===== config.mk =====
export PLATFORM = sky130hd
export DESIGN_NAME = frame_sequencer
export DESIGN_NICKNAME = d
export VERILOG_FILES = /design/src/rtl/frame_sequencer.sv
export SDC_FILE = /design/constraint.sdc
export NUM_CORES = 1
export LEC_CHECK = 0
export BUFFER_PORTS_ARGS = -buffer_cell sky130_fd_sc_hd__buf_4
export CORE_ASPECT_RATIO = 1.2
export CORE_MARGIN = 1.5
export CORE_UTILIZATION = 51
export DETAILED_ROUTE_END_ITERATION = 8
export HOLD_SLACK_MARGIN = 0.12
export PLACE_DENSITY = 0.86
export SLEW_MARGIN = 20
export SYNTH_ARGS = -nofsm -noshare
export SYNTH_HDL_FRONTEND = slang
export SYNTH_SLANG_ARGS = --single-unit

===== constraint.sdc =====
create_clock -name clk -period 3.1 [get_ports clk]
set_input_delay 0.31 -clock clk [delete_from_list [all_inputs] [get_ports clk]]
set_output_delay 0.31 -clock clk [all_outputs]
set_load 0.01 [all_outputs]

===== src/rtl/frame_sequencer.sv =====
// Frame sequencer: clears the framebuffer to a background colour, then walks the
// VRAM triangle slots, handing each to the rasterizer and forwarding its pixel writes.
module frame_sequencer #(
  parameter int unsigned DISPLAY_WIDTH  = 320,
  parameter int unsigned DISPLAY_HEIGHT = 240,
  parameter int unsigned VRAM_SIZE      = 256,
  parameter int unsigned PIXEL_BITS     = 16
) (
  input  logic                                           clk,
  input  logic                                           rst,
  input  logic                                           frame_start,
  input  logic [PIXEL_BITS-1:0]                          bg_color,
  input  logic [$clog2(VRAM_SIZE):0]                     tri_count,
  output logic                                           busy,
  output logic                                           frame_done,
  output logic [$clog2(VRAM_SIZE)-1:0]                   vram_rd_addr,
  output logic                                           raster_req,
  input  logic                                           raster_ack,
  input  logic                                           rast_fb_wr_en,
  input  logic [$clog2(DISPLAY_WIDTH*DISPLAY_HEIGHT)-1:0] rast_fb_wr_addr,
  input  logic [PIXEL_BITS-1:0]                          rast_fb_wr_data,
  output logic                                           fb_wr_en,
  output logic [$clog2(DISPLAY_WIDTH*DISPLAY_HEIGHT)-1:0] fb_wr_addr,
  output logic [PIXEL_BITS-1:0]                          fb_wr_data
);

  localparam int unsigned NumPix  = DISPLAY_WIDTH * DISPLAY_HEIGHT;
  localparam int unsigned SlotW   = $clog2(VRAM_SIZE);
  localparam int unsigned CountW  = SlotW + 1;
  localparam int unsigned FbAddrW = $clog2(NumPix);

  typedef enum logic [2:0] {
    StIdle,
    StClear,
    StFetch,
    StRender,
    StDone
  } state_e;

  state_e                state_q;
  logic [PIXEL_BITS-1:0] bg_q;
  logic [CountW-1:0]     count_q;
  logic [FbAddrW-1:0]    clear_q;
  logic [SlotW-1:0]      slot_q;

  logic [CountW-1:0] count_clamped;
  logic              clear_last;
  logic              slot_last;
  logic              rast_in_range;

  assign count_clamped = (tri_count > CountW'(VRAM_SIZE)) ? CountW'(VRAM_SIZE) : tri_count;
  assign clear_last    = (clear_q == FbAddrW'(NumPix - 1));
  assign slot_last     = ({1'b0, slot_q} == (count_q - CountW'(1)));
  // One extra bit so the bound is representable even when NumPix is a power of two.
  assign rast_in_range = ({1'b0, rast_fb_wr_addr} < (FbAddrW + 1)'(NumPix));

  always_ff @(posedge clk or negedge rst) begin
    if (!rst) begin
      state_q <= StIdle;
      bg_q    <= '0;
      count_q <= '0;
      clear_q <= '0;
      slot_q  <= '0;
    end else begin
      unique case (state_q)
        StIdle: begin
          if (frame_start) begin
            bg_q    <= bg_color;
            count_q <= count_clamped;
            clear_q <= '0;
            slot_q  <= '0;
            state_q <= StClear;
          end
        end
        StClear: begin
          // Hold at the last address rather than wrapping.
          if (clear_last) begin
            state_q <= (count_q == '0) ? StDone : StFetch;
          end else begin
            clear_q <= clear_q + FbAddrW'(1);
          end
        end
        StFetch: begin
          state_q <= StRender;
        end
        StRender: begin
          if (raster_ack) begin
            if (slot_last) begin
              state_q <= StDone;
            end else begin
              slot_q  <= slot_q + SlotW'(1);
              state_q <= StFetch;
            end
          end
        end
        StDone: begin
          state_q <= StIdle;
        end
        default: begin
          state_q <= StIdle;
        end
      endcase
    end
  end

  assign busy         = (state_q != StIdle);
  assign frame_done   = (state_q == StDone);
  assign raster_req   = (state_q == StRender);
  assign vram_rd_addr = slot_q;

  always_comb begin
    fb_wr_en   = 1'b0;
    fb_wr_addr = '0;
    fb_wr_data = '0;
    case (state_q)
      StClear: begin
        fb_wr_en   = 1'b1;
        fb_wr_addr = clear_q;
        fb_wr_data = bg_q;
      end
      StRender: begin
        fb_wr_en   = rast_fb_wr_en && rast_in_range;
        fb_wr_addr = rast_fb_wr_addr;
        fb_wr_data = rast_fb_wr_data;
      end
      default: begin
      end
    endcase
  end

endmodule

==> results.sh <==
export IMPL_hp_class="input pin to register"
export IMPL_first_global_vias=2842
export IMPL_worstMarginPinSlew_ps=685
export IMPL_start_util_pct=52.5
export IMPL_slew_violations=0
export IMPL_leakagePower_nw=2.06
export IMPL_critical_path_top_delay_family="simple AND/OR/NAND/NOR gates"
export IMPL_ir_drop_uv=446
export IMPL_synth_compound_area_share_pct=17.6
export IMPL_io_pins=108
export IMPL_syn_num_nets=424
export IMPL_rsz0062_at_grt="false"
export IMPL_fin_crit_sh_pct=90.0
export IMPL_hold_ws_ps=195
export IMPL_async_reset_ff_share_pct=100
export IMPL_cp_data_arrival_time_ps=3030
export IMPL_tritoncts="done"
export IMPL_grtUsageTotal_pct=26.1
export IMPL_vias_per_cell=5.66
export IMPL_ant_nets=0
export IMPL_finish_utilization_pct=68.0
export IMPL_crit_end="vram_rd_addr[3]"
export IMPL_p_per_area_nw_per_um2=863
export IMPL_finClkSkew_ps=11.5
export IMPL_netlist_top_cells_count="nand2_1, dfrtp_1, a22o_1, clkbuf_1, nor2_1"
export IMPL_path_clk_slew_ps=100
export IMPL_synth_cells=358
export IMPL_total_power_mw=3.51
export IMPL_hold_viol_final=0
export IMPL_path_cells="inv_1, ha_1, or3b_1, xor2_1, a32o_1, o2111a_1, or4_1, a21oi_1"
export IMPL_setup_viol=0
export IMPL_drive_gt1_share_pct=28.2
export IMPL_reg2reg_from="count_q[0]"
export IMPL_synth_seq_area_share_pct=42.3
export IMPL_antenna_found_initial=0
export IMPL_routabilityCongestion=0.945
export IMPL_synthSimpleGateAreaFrac_pct=25.8
export IMPL_muxShareOfSynthArea_pct=2.23
export IMPL_fp_dieH_um=88.9
export IMPL_die_x_um=74.6
export IMPL_root_buffer="clkbuf_8"
export IMPL_stdcell_area_um2=4060
export IMPL_grt_overflow=0
export IMPL_ys_top_cells_by_area="dfrtp_1, nand2_1, a22o_1"
export IMPL_num_vias=3033
export IMPL_critical_path_max_stage_delay_ps=510
export IMPL_avgSynthCellArea_um2=8.76
export IMPL_synthAdderAreaFrac_pct=1.20
export IMPL_max_slew_margin_pct=54.2
export IMPL_reg2reg_depth=8
export IMPL_synth_cell_type_count=45
export IMPL_status="completed"
export IMPL_cp_start_kind="register"
export IMPL_yosys_area_top_type="dfrtp_1"
export IMPL_critPathSlowestCell="or4_1"
export IMPL_cts_buffer_depth=2
export IMPL_grt_pass1_wl_um=13300
export IMPL_synth_warnings=0
export IMPL_ys_ff_latch=53
export IMPL_dp_hpwl_um=6030
export IMPL_cts_max_level=2
export IMPL_cts_sinks=53
export IMPL_worst_path_max_fanout=11
export IMPL_rows=31
export IMPL_setup_worst_path_class="register to register"
export IMPL_crit_path_end_kind="register"
export IMPL_synth_top_family_by_area="simple AND/OR/NAND/NOR gates"
export IMPL_wl_um=8370
export IMPL_critPathRequiredTime_ps=3340
export IMPL_instances_no_fill=536
export IMPL_setup_tns_final_ps=0
export IMPL_pre_cts_ws_ps=368
export IMPL_synth_most_common_cell="nand2_1"
export IMPL_netlist_area_um2=3140
export IMPL_antennaDiodeCount=0
export IMPL_insertion_delay_ps=310
export IMPL_synth_top_area_share_pct=42.3
export IMPL_coreArea_um2=5970
export IMPL_drtPass1Iterations=4
export IMPL_first_iter_violations=160
export IMPL_cap_viol_max_count=0
export IMPL_synth_xor_area_share_pct=6.42
export IMPL_fmax_mhz=358
export IMPL_synth_edff_count=0
export IMPL_wl_per_cell_um=15.6
export IMPL_numCtsBuffers=5
export IMPL_post_route_drc_count=0
export IMPL_r2r_end="vram_rd_addr[3]"
export IMPL_place_area_um2=3970
export IMPL_cts_resized=0
export IMPL_crit_start="count_q[0]"
export IMPL_syn2layout_area_growth_pct=29.6
export IMPL_die_area_um2=6630
export IMPL_fin_nets=519
export IMPL_fin_ws_ps=309
export IMPL_port_buffers=107
export IMPL_dp_cells=527
export IMPL_synth_flop_cell="dfrtp_1"
export IMPL_grt_max_degree=54
export IMPL_reg2reg_slack_ps=310
export IMPL_path_buf_inv=1
export IMPL_worst_path_stages=8
export IMPL_min_period_ps=2790
## power breakdown
group / total [mW] / internal, mW / switching [mW]
clock: 0.383 / 0.157 / 0.225
combinational: 1.94 / 0.910 / 1.03
sequential: 1.19 / 0.913 / 0.273
## routing by layer
metal,vias to the layer above,global-route usage (%),wire length [um]
met3,14,4.17,426
li1,1440,-,-
met2,118,46.2,4450
met1,1461,31.7,3310
met5,-,0,0
met4,0,10.2,173
## worst min-delay path by stage
stage                      from          to  slack [ps]  cells past startpoint
floorplan                   rst     bg_q[0]          10                      0
global placement            rst  count_q[4]         380                      1
detailed placement          rst  count_q[4]         390                      1
CTS                 bg_color[1]     bg_q[1]         190                      3
global route         raster_ack  state_q[1]         190                      2
finish               raster_ack  state_q[1]         200                      2
## worst register-to-register path: cells and delay by family (launching register included)
| family | cells | cell delay [ps] |
|---|---|---|
| buffers and inverters | 1 | 100 |
| AOI/OAI and AO/OA | 3 | 820 |
| adders and majority gates | 1 | 220 |
| DFF | 1 | 440 |
| xor gates and xnor gates | 1 | 180 |
| and+or+nand+nor | 2 | 960 |
## cell families after synthesis
group           count (synthesis)
compound gates                 69
xor+xnor                       23
fa+ha+maj                       3
buf+inv                        33
flops                          53
mux                             7
simple gates                  170
## state kept, by name (all words and copies together), names as in the netlist
name,cells
clear_q,17
count_q,9
vram_rd_addr,8
bg_q,16
state_q,3
## layout make-up
| class | instances | area, um2 |
|---|---|---|
| fillers | 510 | 1910 |
| multi-input cells | 272 | 1670 |
| flip-flops and latches | 53 | 1330 |
| repair buffers | 113 | 851 |
| well taps | 82 | 103 |
| clock buffers | 6 | 72.6 |
| inverters | 8 | 30.0 |
| clock inverters | 2 | 10.0 |
## repair_timing
item                                   CTS  global route
endpoints found under the hold margin   53             0
hold buffers                             1             0
setup buffers                            0             0
## cells in the final DEF, fill, tap and decap left out, types with 2 or more instances in the layout
| master | n |
|---|---|
| o21ai_0 | 6 |
| a21oi_1 | 9 |
| xnor2_1 | 13 |
| nor2b_1 | 3 |
| dfrtp_1 | 53 |
| and3_1 | 7 |
| clkinv_2 | 2 |
| nand4_1 | 2 |
| nand2b_1 | 3 |
| nand3b_1 | 8 |
| xor2_1 | 10 |
| or2_2 | 2 |
| nand2_1 | 85 |
| buf_4 | 112 |
| nor4b_1 | 2 |
| mux2i_1 | 7 |
| ha_1 | 3 |
| or3_1 | 5 |
| nor3_1 | 5 |
| clkbuf_8 | 5 |
| o31ai_1 | 4 |
| a31oi_1 | 2 |
| or4_1 | 4 |
| a22o_1 | 33 |
| inv_1 | 8 |
| nor2_1 | 20 |
| nor4_1 | 3 |
| o2111a_1 | 2 |
| nand3_1 | 14 |
| a211oi_1 | 5 |
(Power assumes the default switching activity.)
